**src/rtl/term_ctrl_pkg.sv**
```systemverilog
// Shared definitions for the terminal controller: geometry defaults, control
// codes, FSM state encoding and the VRAM port A request record.
package term_ctrl_pkg;

   localparam int         DEF_COLS       = 60;
   localparam int         DEF_ROWS       = 17;
   localparam int         DEF_BEL_CYCLES = 1_200_000;
   localparam logic [7:0] DEF_BLANK      = 8'h20;

   localparam int XW = 6;
   localparam int YW = 5;
   localparam int AW = XW + YW;

   localparam logic [7:0] CHR_BEL = 8'h07;
   localparam logic [7:0] CHR_BS  = 8'h08;
   localparam logic [7:0] CHR_TAB = 8'h09;
   localparam logic [7:0] CHR_LF  = 8'h0A;
   localparam logic [7:0] CHR_FF  = 8'h0C;
   localparam logic [7:0] CHR_CR  = 8'h0D;

   typedef enum logic [2:0] {
      ST_CLR_ALL,
      ST_IDLE,
      ST_WRITE,
      ST_SCR_RD,
      ST_SCR_WR,
      ST_CLR_ROW
   } state_e;

   typedef struct packed {
      logic          ce;
      logic          wre;
      logic [AW-1:0] addr;
      logic [7:0]    din;
   } vram_req_t;

   // Printable ASCII plus the whole upper half (code page glyphs); DEL is not drawn.
   function automatic logic is_glyph(input logic [7:0] b);
      return (b >= 8'h20) && (b != 8'h7F);
   endfunction

endpackage

```
**src/rtl/term_ctrl_if.sv**
```systemverilog
// UART byte stream handshake, VRAM port A and visual-bel request of the
// terminal controller, seen from the controller (slave) and its environment.
interface term_ctrl_if;

   logic [7:0]                    i_data;
   logic                          i_valid;
   logic                          o_ready;
   logic [term_ctrl_pkg::AW-1:0]  o_vram_addr;
   logic [7:0]                    o_vram_din;
   logic [7:0]                    i_vram_dout;
   logic                          o_vram_ce;
   logic                          o_vram_wre;
   logic                          o_reversev;

   modport slave (
      input  i_data, i_valid, i_vram_dout,
      output o_ready, o_vram_addr, o_vram_din, o_vram_ce, o_vram_wre, o_reversev
   );

   modport master (
      output i_data, i_valid, i_vram_dout,
      input  o_ready, o_vram_addr, o_vram_din, o_vram_ce, o_vram_wre, o_reversev
   );

endinterface

```
**src/rtl/term_ctrl_bel_timer.sv**
```systemverilog
// Visual bel timer: a trigger holds o_active high for BEL_CYCLES clocks;
// a new trigger while active restarts the full interval.
module bel_timer #(
   parameter int BEL_CYCLES = 1_200_000
) (
   input  logic i_clk,
   input  logic i_rst,
   input  logic i_trig,
   output logic o_active
);

   localparam int CW = $clog2(BEL_CYCLES + 1);

   logic [CW-1:0] cnt_q, cnt_d;
   logic          act_q, act_d;

   // The flag drops one cycle after the counter hits zero, giving exactly BEL_CYCLES high cycles.
   always_comb begin
      cnt_d = cnt_q;
      act_d = act_q;
      if (i_trig) begin
         cnt_d = CW'(BEL_CYCLES - 1);
         act_d = 1'b1;
      end else if (cnt_q != '0) begin
         cnt_d = cnt_q - CW'(1);
      end else begin
         act_d = 1'b0;
      end
   end

   always_ff @(posedge i_clk or posedge i_rst) begin
      if (i_rst) begin
         cnt_q <= '0;
         act_q <= 1'b0;
      end else begin
         cnt_q <= cnt_d;
         act_q <= act_d;
      end
   end

   assign o_active = act_q;

endmodule

```
**src/rtl/term_ctrl.sv**
```systemverilog
// Terminal controller: consumes UART bytes, draws glyphs at the cursor,
// executes control codes, and scrolls/clears the cell buffer in VRAM.
module term_ctrl
   import term_ctrl_pkg::*;
#(
   parameter int         COLS       = DEF_COLS,
   parameter int         ROWS       = DEF_ROWS,
   parameter int         BEL_CYCLES = DEF_BEL_CYCLES,
   parameter logic [7:0] BLANK      = DEF_BLANK
) (
   input logic        i_clk,
   input logic        i_rst,
   term_ctrl_if.slave bus
);

   localparam logic [XW-1:0] XMAX = XW'(COLS - 1);
   localparam logic [YW-1:0] YMAX = YW'(ROWS - 1);

   state_e        state_q, state_d;
   logic [XW-1:0] x_q, x_d, c_q, c_d;
   logic [YW-1:0] y_q, y_d, r_q, r_d;
   logic          pend_q, pend_d;
   logic          rd2wr_q, rd2wr_d;
   logic          ready_q, ready_d;
   vram_req_t     req_q, req_d;
   logic          accept, start_scr, bel_trig, bel_act;
   logic [XW:0]   tab_x;

   assign accept = bus.i_valid & ready_q;
   assign tab_x  = {1'b0, x_q | 6'd7} + 7'd1;

   // Registered port: req_d/ready_d describe the bus cycle that follows this edge.
   always_comb begin
      state_d   = state_q;
      x_d       = x_q;
      y_d       = y_q;
      r_d       = r_q;
      c_d       = c_q;
      pend_d    = pend_q;
      req_d     = req_q;
      req_d.ce  = 1'b0;
      req_d.wre = 1'b0;
      rd2wr_d   = 1'b0;
      ready_d   = 1'b0;
      start_scr = 1'b0;
      bel_trig  = 1'b0;
      unique case (state_q)
         ST_CLR_ALL: begin
            req_d = '{ce: 1'b1, wre: 1'b1, addr: {r_q, c_q}, din: BLANK};
            if (c_q != XMAX) c_d = c_q + 6'd1;
            else begin
               c_d = '0;
               if (r_q != YMAX) r_d = r_q + 5'd1;
               else begin
                  r_d     = '0;
                  x_d     = '0;
                  y_d     = '0;
                  state_d = ST_IDLE;
               end
            end
         end
         ST_IDLE: if (accept) begin
            if (is_glyph(bus.i_data)) begin
               req_d   = '{ce: 1'b1, wre: 1'b1, addr: {y_q, x_q}, din: bus.i_data};
               state_d = ST_WRITE;
               pend_d  = 1'b0;
               if (x_q != XMAX) x_d = x_q + 6'd1;
               else begin
                  x_d = '0;
                  if (y_q != YMAX) y_d = y_q + 5'd1;
                  else pend_d = 1'b1;
               end
            end else begin
               case (bus.i_data)
                  CHR_CR:  x_d = '0;
                  CHR_BS:  if (x_q != '0) x_d = x_q - 6'd1;
                  CHR_TAB: x_d = (tab_x > {1'b0, XMAX}) ? XMAX : tab_x[XW-1:0];
                  CHR_LF:  if (y_q != YMAX) y_d = y_q + 5'd1; else start_scr = 1'b1;
                  CHR_FF: begin
                     state_d = ST_CLR_ALL;
                     r_d     = '0;
                     c_d     = '0;
                  end
                  CHR_BEL: bel_trig = 1'b1;
                  default: ;
               endcase
            end
         end
         ST_WRITE: if (pend_q) start_scr = 1'b1; else state_d = ST_IDLE;
         ST_SCR_RD: begin
            req_d.ce   = 1'b1;
            req_d.addr = {r_q + 5'd1, c_q};
            state_d    = ST_SCR_WR;
         end
         ST_SCR_WR: begin
            req_d.ce   = 1'b1;
            req_d.wre  = 1'b1;
            req_d.addr = {r_q, c_q};
            rd2wr_d    = 1'b1;
            state_d    = ST_SCR_RD;
            if (c_q != XMAX) c_d = c_q + 6'd1;
            else begin
               c_d = '0;
               if (r_q != YMAX - 5'd1) r_d = r_q + 5'd1;
               else begin
                  r_d     = '0;
                  state_d = ST_CLR_ROW;
               end
            end
         end
         ST_CLR_ROW: begin
            req_d = '{ce: 1'b1, wre: 1'b1, addr: {YMAX, c_q}, din: BLANK};
            if (c_q != XMAX) c_d = c_q + 6'd1;
            else begin
               c_d     = '0;
               state_d = ST_IDLE;
            end
         end
         default: state_d = ST_CLR_ALL;
      endcase
      // The first scroll read goes out on the deciding edge, saving a cycle.
      if (start_scr) begin
         req_d.ce   = 1'b1;
         req_d.wre  = 1'b0;
         req_d.addr = {5'd1, 6'd0};
         r_d        = '0;
         c_d        = '0;
         state_d    = ST_SCR_WR;
      end
      if (state_d == ST_IDLE && (state_q == ST_IDLE || state_q == ST_WRITE)) begin
         ready_d    = 1'b1;
         req_d.ce   = 1'b0;
         req_d.wre  = 1'b0;
         req_d.addr = {y_d, x_d};
      end
   end

   always_ff @(posedge i_clk or posedge i_rst) begin
      if (i_rst) begin
         state_q <= ST_CLR_ALL;
         x_q     <= '0;
         y_q     <= '0;
         r_q     <= '0;
         c_q     <= '0;
         pend_q  <= 1'b0;
         rd2wr_q <= 1'b0;
         ready_q <= 1'b0;
         req_q   <= '{ce: 1'b0, wre: 1'b0, addr: '0, din: BLANK};
      end else begin
         state_q <= state_d;
         x_q     <= x_d;
         y_q     <= y_d;
         r_q     <= r_d;
         c_q     <= c_d;
         pend_q  <= pend_d;
         rd2wr_q <= rd2wr_d;
         ready_q <= ready_d;
         req_q   <= req_d;
      end
   end

   bel_timer #(.BEL_CYCLES(BEL_CYCLES)) u_bel (
      .i_clk    (i_clk),
      .i_rst    (i_rst),
      .i_trig   (bel_trig),
      .o_active (bel_act)
   );

   // Scroll writes forward the read data that port A returns during the write cycle.
   assign bus.o_vram_din  = rd2wr_q ? bus.i_vram_dout : req_q.din;
   assign bus.o_ready     = ready_q;
   assign bus.o_vram_addr = req_q.addr;
   assign bus.o_vram_ce   = req_q.ce;
   assign bus.o_vram_wre  = req_q.wre;
   assign bus.o_reversev  = bel_act;

endmodule

```
**src/flat_wrapper.sv**
```systemverilog
// flat-port wrapper written by rule: the top's interface ports become plain ports
module term_ctrl_flat import term_ctrl_pkg::*;
#(
   parameter int         COLS       = DEF_COLS,
   parameter int         ROWS       = DEF_ROWS,
   parameter int         BEL_CYCLES = DEF_BEL_CYCLES,
   parameter logic [7:0] BLANK      = DEF_BLANK
)
  (i_clk, i_rst, bus_i_data, bus_i_valid, bus_i_vram_dout, bus_o_ready, bus_o_vram_addr, bus_o_vram_din, bus_o_vram_ce, bus_o_vram_wre, bus_o_reversev);
  term_ctrl_if bus_i ();
  input logic i_clk;
  input logic i_rst;
  input wire logic [$bits(bus_i.i_data)-1:0] bus_i_data;
  input wire logic [$bits(bus_i.i_valid)-1:0] bus_i_valid;
  input wire logic [$bits(bus_i.i_vram_dout)-1:0] bus_i_vram_dout;
  output wire logic [$bits(bus_i.o_ready)-1:0] bus_o_ready;
  output wire logic [$bits(bus_i.o_vram_addr)-1:0] bus_o_vram_addr;
  output wire logic [$bits(bus_i.o_vram_din)-1:0] bus_o_vram_din;
  output wire logic [$bits(bus_i.o_vram_ce)-1:0] bus_o_vram_ce;
  output wire logic [$bits(bus_i.o_vram_wre)-1:0] bus_o_vram_wre;
  output wire logic [$bits(bus_i.o_reversev)-1:0] bus_o_reversev;
  assign bus_i.i_data = bus_i_data;
  assign bus_i.i_valid = bus_i_valid;
  assign bus_i.i_vram_dout = bus_i_vram_dout;
  assign bus_o_ready = bus_i.o_ready;
  assign bus_o_vram_addr = bus_i.o_vram_addr;
  assign bus_o_vram_din = bus_i.o_vram_din;
  assign bus_o_vram_ce = bus_i.o_vram_ce;
  assign bus_o_vram_wre = bus_i.o_vram_wre;
  assign bus_o_reversev = bus_i.o_reversev;
  term_ctrl #(.COLS(COLS), .ROWS(ROWS), .BEL_CYCLES(BEL_CYCLES), .BLANK(BLANK)) u_core (.i_clk(i_clk), .i_rst(i_rst), .bus(bus_i));
endmodule
```
**config.mk**
```make
export PLATFORM = sky130hd
export DESIGN_NAME = term_ctrl_flat
export DESIGN_NICKNAME = d
export VERILOG_FILES = /design/src/rtl/term_ctrl_pkg.sv /design/src/rtl/term_ctrl_if.sv /design/src/rtl/term_ctrl_bel_timer.sv /design/src/rtl/term_ctrl.sv /design/src/flat_wrapper.sv
export SDC_FILE = /design/constraint.sdc
export NUM_CORES = 1
export LEC_CHECK = 0
export BUFFER_PORTS_ARGS = -buffer_cell sky130_fd_sc_hd__buf_2
export CAP_MARGIN = 20
export CORE_AREA = 2 2 106 108
export DETAILED_ROUTE_END_ITERATION = 6
export DIE_AREA = 0 0 108 110
export SLEW_MARGIN = 20
export SYNTH_ARGS = -nofsm -noshare
export SYNTH_HDL_FRONTEND = slang
export SYNTH_SLANG_ARGS = --single-unit
```
**constraint.sdc**
```tcl
create_clock -name i_clk -period 3.1 [get_ports i_clk]
set_input_delay 0.155 -clock i_clk [delete_from_list [all_inputs] [get_ports i_clk]]
set_output_delay 0.155 -clock i_clk [all_outputs]
set_load 0.01 [all_outputs]
```
==> qor.yml, run 1 <==
max_freq_mhz: 368.3
holdPathStages: 3
clk_latency_ns: 0.35
fillers: 1055
synth_fa_ha_area_frac: 0.03714
synth_compound_area_frac: 0.2045
powerDensity_nw_per_um2: 353.3
clock-sinks: 71
avgViaCountPerCell: 5.920
initial_core_util: 0.4409
dieArea_um2: 11880
hpwl_um: 9185
route.detailed.drc: 0
seq_power_share: 0.505
ys_seq_elements: 71
boundaryPins: 42
synth_xor_area_frac: 0.03342
ys_warn_count: 0
yosysSeqAreaShare: 0.3769
fp.dieW_um: 108
required_ns: 3.37
coreArea_um2: 10700
clockRootBuffer: "clkbuf_8"
hold_class: "in2reg"
yosys.area_share.simple: 0.2554
antenna_found_initial: 0
reg2reg_from: "u_core.y_q[0]"
outcome: "finished, final reports clean"
drive_above_1_share: 0.1770
period_share: 0.8760
end_kind: "flip-flop"
cts_tree: "done"
sw_frac_of_total: 0.2260
synth_cell_types: 77
p_leak_nw: 2.127
syn_nets: 578
rsz0062_at_grt: "no"
synth-edff-count: 0
syn_inst: 545
clk_pin_slew_worst_paths_ns: 0.08
hold_slack_ns: 0.09119
port_buffers: 41
finalClockSkew_ns: 0.007252
p_int_mw: 1.422
period_minus_slack_ns: 2.715
worst-r2r-setup-slack_ns: 0.38
postCtsSetupBuffers: 0
clockPowerShare: 0.459
slowest_stage: "o31ai_4"
p_sw_mw: 0.4152
grt.overflow.total: 0
reg2reg_depth: 8
avgSynthCellArea_um2: 8.655
rows: 38
h-tree-depth: 3
synth_flop_cell: "dfrtp_1"
cp.arrival_ns: 2.98
ant_nets: 0
clockBufferDepth: 2
grt_pass1_vias: 4003
gp_congestion: 0.8639
vias: 4274
multi_input_area_um2: 2601
die_h_um: 110
worstPathMaxFanout: 11
p_comb_frac: 0.036
cpPeakStageDelay_ns: 0.55
detail_route.first_pass.iterations: 6
regArea_um2: 1778
wl_um: 12470
worstReg2RegEnd: "u_core.r_q[2]"
final_area_um2: 5200
async_flop_share: 1.000
worst_pin_slew_ns: 0.7176
peakVddDrop_mv: 0.1868
postPlaceCellArea_um2: 4966
drtIter0Drc: 284
grt.total_usage: 0.2196
setup-violations-final: 0
slew_viol_final: 0
synth_mux_area_frac: 0.02095
final_hold_viol_count: 0
worstPathCellList: "inv_1 -> ha_1 -> or4bb_1 -> o31ai_4 -> o22ai_1 -> nor3_2 -> nand2b_1 -> a31oi_1"
synthesis.area_um2: 4717
grt_start_max_net_pins: 31
finalSetupTns_ns: 0
path_class: "reg2reg"
grt_pass1_wl_um: 20400
whs_endpoint: "u_core.req_q[5]"
num_antenna_cells: 0
syn_to_final_growth_pct: 10.24
relSlewSlack: 0.5198
min-delay-start: "bus_i_data[5]"
wl_per_cell_um: 17.27
synth_top_family_by_area: "simple AND/OR/NAND/NOR gates"
fin_nets: 610
max_cap_viol_count: 0
startpoint_type: "flip-flop"
numCtsBuffers: 9
[what timing repair did]
item,CTS,global route
hold endpoints to repair,27,0
hold buffers,1,0
resized for setup,0,0
endpoints found under the setup margin,0,0
[metrics by stage]
step,setup slack (ns),util,total power [mW],std cells
6_report,0.3845,0.4861,1.837,722
3_5_place_dp,0.4324,0.4642,1.011,705
2_1_floorplan,0.7687,-,0.9799,545
3_3_place_gp,0.5355,0.4642,1.011,705
4_1_cts,0.4088,0.4861,1.851,722
5_1_grt,0.1662,0.4861,1.901,722
[cell usage after synthesis, drive strengths merged (5+ instances only)]
library cell  count  area [um2]
dfrtp            70        1752
nand2            59       224.0
nor2             49       183.9
a21oi            41       205.2
o21ai            32       163.9
inv              25       93.84
nand3            24       120.1
buf              21       157.6
nor3             17       90.09
clkbuf           15       86.33
ha               14       175.2
xnor2            13       113.9
nor4             12       81.33
a31oi            11       68.82
or3              11       68.82
and3              7       43.79
mux2              7       78.82
o211ai            7       57.55
o22ai             7       43.79
or4               7       56.30
a22o              6       53.80
o2111ai           6       58.80
nand4             5       31.28
xor2              5       43.79
[flip-flops by register name (all words and copies together) (netlist names)]
signal	count
u_core.rd2wr_q	1
u_core.c_q	6
u_core.bus.o_ready	1
u_core.x_q	6
u_core.r_q	5
u_core.u_bel.cnt_q	21
u_core.state_q	3
u_core.pend_q	1
u_core.bus.o_vram_ce	1
u_core.y_q	5
u_core.u_bel.o_active	1
u_core.bus.o_vram_addr	11
u_core.req_q	8
u_core.bus.o_vram_wre	1
[per-layer routing]
layer	global-route usage	part of all wire	vias to the layer above	wire, um
met5	0	0	-	0
met4	0.06960	0.015	0	183
met3	0.03821	0.062	16	779
met2	0.3410	0.46	156	5739
met1	0.3131	0.46	2066	5763
li1	-	-	2036	-
[power groups by stage]
stage	logic, mW	clock network, mW	registers (mW)
detailed placement	0.0657	0	0.946
global placement	0.0658	0	0.946
CTS	0.0671	0.857	0.927
finish	0.0663	0.844	0.927
floorplan	0.0347	0	0.945
global route	0.0750	0.899	0.927
[cell families (layout without fill, tap and decap cells)]
| group | after synthesis | count (layout) |
|---|---|---|
| compound gates | 144 | 144 |
| flops | 71 | 71 |
| buf+inv | 61 | 98 |
| mux | 9 | 9 |
| xor+xnor | 18 | 18 |
| fa+ha+maj | 14 | 14 |
| simple gates | 228 | 228 |
[cells in the final DEF, fill, tap and decap left out, drive strengths merged, types with 5 or more instances in the layout]
| master | count |
|---|---|
| nand3 | 24 |
| a21oi | 41 |
| and3 | 7 |
| o22ai | 7 |
| xnor2 | 13 |
| or3 | 11 |
| buf | 56 |
| o2111ai | 6 |
| clkbuf | 11 |
| nand2 | 59 |
| nand4 | 5 |
| mux2 | 7 |
| a22o | 6 |
| xor2 | 5 |
| dfrtp | 70 |
| o21ai | 32 |
| o211ai | 7 |
| nor3 | 17 |
| ha | 14 |
| nor2 | 49 |
| or4 | 7 |
| nor4 | 12 |
| a31oi | 11 |
| inv | 25 |
[area by class of cell]
| cell class | instances | share of cell area |
|---|---|---|
| flip-flops and latches | 71 | 0.3419 |
| clock buffers | 11 | 0.02719 |
| clock inverters | 5 | 0.01588 |
| repair buffers | 57 | 0.06304 |
| multi-input cells | 413 | 0.5002 |
| inverters | 25 | 0.01805 |
| well taps | 140 | 0.03369 |
[worst max-delay path: cells and delay by family, from the launching register on]
| family | cells | cell delay (ns) |
|---|---|---|
| buffers and inverters | 1 | 0.09 |
| adders and majority gates | 1 | 0.13 |
| AOI/OAI and AO/OA | 3 | 0.99 |
| and+or+nand+nor | 3 | 0.98 |
| DFF | 1 | 0.45 |
[worst max path at each step]
stage / from / end / slack, ns / cells past startpoint
after global placement: u_core.y_q[0] / u_core.r_q[3] / 0.54 / 8
after floorplan: u_core.u_bel.cnt_q[7] / u_core.u_bel.cnt_q[11] / 0.77 / 5
final: u_core.y_q[0] / u_core.r_q[2] / 0.38 / 8
after detailed placement: u_core.y_q[0] / u_core.r_q[2] / 0.43 / 8
after global routing: u_core.y_q[0] / u_core.r_q[3] / 0.17 / 8
after CTS: u_core.y_q[0] / u_core.r_q[2] / 0.41 / 8
No activity file was read; power rests on OpenSTA's default activity.
==> inputs of run 2 (changes only) <==
--- a/config.mk
+++ b/config.mk
@@ -5,11 +5,12 @@
 export SDC_FILE = /design/constraint.sdc
 export NUM_CORES = 1
 export LEC_CHECK = 0
+export ABC_AREA = 1
 export BUFFER_PORTS_ARGS = -buffer_cell sky130_fd_sc_hd__buf_2
 export CAP_MARGIN = 20
-export CORE_AREA = 2 2 106 108
+export CORE_AREA = 2 2 109 111
 export DETAILED_ROUTE_END_ITERATION = 6
-export DIE_AREA = 0 0 108 110
+export DIE_AREA = 0 0 111 113
 export SLEW_MARGIN = 20
 export SYNTH_ARGS = -nofsm -noshare
 export SYNTH_HDL_FRONTEND = slang
==> qor.yml, run 2 <==
final_cells: 928  # +29%
period_share: 0.7973  # -0.07870
max_cap_viol_count: 0  # unchanged
relSlewSlack: 0.5671  # +0.04729
grt.overflow.total: 0  # unchanged
die_h_um: 113  # +2.7%
clock-sinks: 71  # unchanged
cts_resized: 0  # unchanged
regMostFlops: "u_core.u_bel.cnt_q"
gp_congestion: 0.9568  # +11%
final_cell_mix: "nand2_1 (232), inv_1 (87), nor2_1 (85)"
clk_pin_slew_worst_paths_ns: 0.06  # -0.02 ns
yosys.area.top_type: "dfrtp_1"
num_antenna_cells: 0  # unchanged
ys_warn_count: 0  # unchanged
hold_class: "in2reg"
p_leak_nw: 2.895  # +36%
h-tree-depth: 3  # unchanged
synth_flop_cell: "dfrtp_1"
grt_pass1_vias: 4577  # +14%
worst-r2r-setup-slack_ns: 0.63  # +0.24 ns
startpoint_type: "flip-flop"
cp.arrival_ns: 2.71  # -0.27 ns
reg2reg_depth: 14  # +6
coreArea_um2: 11270  # +5.4%
regArea_um2: 1778  # unchanged
largest_reg_flops: 21  # unchanged
crit_family: "simple AND/OR/NAND/NOR gates"
clk_latency_ns: 0.35  # about the same
synth-edff-count: 0  # unchanged
end_kind: "flip-flop"
outcome: "finished, final reports clean"
syn_inst: 748  # +37%
avgSynthCellArea_um2: 6.741  # -22%
path_class: "reg2reg"
placed_cells: 912  # +29%
port_buffers: 41  # unchanged
boundaryPins: 42  # unchanged
async_flop_share: 1.000  # unchanged
cp-startpoint: "u_core.state_q[1]"
clockRootBuffer: "clkbuf_16"
synthesis.area_um2: 5042  # +6.9%
min-delay-start: "bus_i_data[4]"
wl_per_cell_um: 14.84  # -14%
whs_endpoint: "u_core.req_q[4]"
grt_pass1_wl_um: 22920  # +12%
final_hold_viol_count: 0  # unchanged
route.detailed.drc: 0  # unchanged
grt.total_usage: 0.2294  # +0.009808
avgViaCountPerCell: 5.277  # -11%
rsz0062_at_grt: "no"
yosysMostFrequentCell: "nand2_1"
netlist_top_cells_count: "nand2_1 (232), inv_1 (88), nor2_1 (85)"
setup-violations-final: 0  # unchanged
cts_tree: "done"
required_ns: 3.34  # -0.03 ns
yosysSeqAreaShare: 0.3526  # -0.02432
holdPathStages: 3  # unchanged
drtIter0Drc: 402  # +42%
period_minus_slack_ns: 2.472  # -0.2440 ns
final_common_cell: "nand2_1"
reg2reg_from: "u_core.state_q[1]"
fp.dieW_um: 111  # +2.8%
yosysTopAreaCellShare: 0.3474  # -0.02396
synth_cell_types: 40  # -48%
clockBufferDepth: 2  # unchanged
crit_buf_inv: 4  # +3
detail_route.first_pass.iterations: 5  # -1
powerDensity_nw_per_um2: 361.4  # +2.3%
ys_seq_elements: 71  # unchanged
worstPathCellList: "inv_2 -> nand3_2 -> inv_2 -> nand2_1 -> nor2_1 -> nand2_1 -> nand2_2 -> inv_2 -> nand3_2 -> nand2_1 -> nand2_2 -> inv_2 -> nand3_1 -> nand2_1"
finalSetupTns_ns: 0  # unchanged
drive_above_1_share: 0.1236  # -0.05341
worstPathMaxFanout: 15  # +4
hpwl_um: 10790  # +18%
antenna_found_initial: 0  # unchanged
wl_um: 13770  # +10%
synthTopCellsByArea: "dfrtp_1 (35%), nand2_1 (17%), nand3_1 (7.3%), inv_1 (6.6%), nor2_1 (6.3%)"
slowest_stage: "dfrtp_1"
final_util: 0.4965  # +0.01042
vias: 4897  # +15%
max_freq_mhz: 404.6  # +9.9%
fillers: 1148  # +8.8%
worstReg2RegEnd: "u_core.bus.o_vram_addr[5]"
syn_to_final_growth_pct: 10.99
ant_nets: 0  # unchanged
rows: 39  # +2.6%
worst_pin_slew_ns: 0.6445  # -0.07313 ns
power_mw: 2.022  # +10%
postPlaceCellArea_um2: 5298  # +6.7%
peakVddDrop_mv: 0.3156  # +69%
dieArea_um2: 12540  # +5.6%
cpPeakStageDelay_ns: 0.42  # -0.13 ns
syn_nets: 781  # +35%
initial_core_util: 0.4473  # +0.006395
slew_viol_final: 0  # unchanged
final_area_um2: 5597  # +7.6%
grt_start_max_net_pins: 29  # -6.5%
finalClockSkew_ns: 0.006279  # -0.0009723 ns
multi_input_area_um2: 2749  # +5.7%
numCtsBuffers: 9  # unchanged
fin_nets: 814  # +33%
[run 2: changes by cell type after synthesis, sizes merged, moves of 7 or more]
cell	delta
and3	-7
inv	+72
nor2	+43
or4	-7
a21oi	-21
o21ai	+10
nand4	+9
clkbuf	-13
nor4	-8
xnor2	-8
nand3	+58
or3	-11
a31oi	-11
nand2	+180
[run 2: where the power goes]
part	internal (mW)	switching (mW)
clock network	0.619	0.404
logic	0.0224	0.0497
registers	0.927	0
total	1.57	0.454
[run 2: final cells by class]
cell class / instances / area share
multi-input combinational: 557 / 0.4912
inverter: 97 / 0.06506
timing repair buffer: 45 / 0.04248
tap: 143 / 0.03197
clock inverter: 5 / 0.01073
clock buffer: 10 / 0.04091
sequential: 71 / 0.3177
[run 2: kinds of logic after synthesis]
logic type	share of synthesized area
DFF	0.3526
muxes	0.002233
and+or+nand+nor	0.3968
adders and majority gates	0.03474
buffers and inverters	0.1022
xor gates and xnor gates	0.02258
AOI/OAI and AO/OA	0.08884
[run 2: routing by layer]
layer | GRT usage | wire, um
met4 | 0.06750 | 244
met1 | 0.3066 | 6394
met3 | 0.04821 | 593
met2 | 0.3783 | 6534
met5 | 0 | 0
[run 2: how the worst max path moves through the flow]
stage	slack, ns	endpoint	depth (start not counted)
after floorplan	1.15	u_core.bus.o_ready	1
after global placement	0.77	u_core.bus.o_vram_addr[5]	14
after detailed placement	0.66	u_core.bus.o_vram_addr[7]	14
after CTS	0.66	u_core.bus.o_vram_addr[7]	14
after global routing	0.38	u_core.bus.o_vram_addr[7]	14
final	0.63	u_core.bus.o_vram_addr[5]	14
[run 2: repair_timing]
item | 4_1_cts | 5_1_grt
buffers inserted | 0 | 0
endpoints found under the hold margin | 26 | 0
hold buffers | 1 | 0
[run 2: metrics by stage]
| step | setup WS, ns | hold WS [ns] |
|---|---|---|
| 2_1_floorplan | 1.150 | 0.2938 |
| 4_1_cts | 0.6609 | 0.07953 |
| 3_3_place_gp | 0.7726 | 0.2655 |
| 3_5_place_dp | 0.6622 | 0.2737 |
| 6_report | 0.6285 | 0.08555 |
| 5_1_grt | 0.3762 | 0.1144 |
[run 2: worst reg2reg max path, delay by kind of cell (launching register included)]
family / cells / cell delay (ns)
flops: 1 / 0.42
simple gates: 10 / 1.29
buf+inv: 4 / 0.65
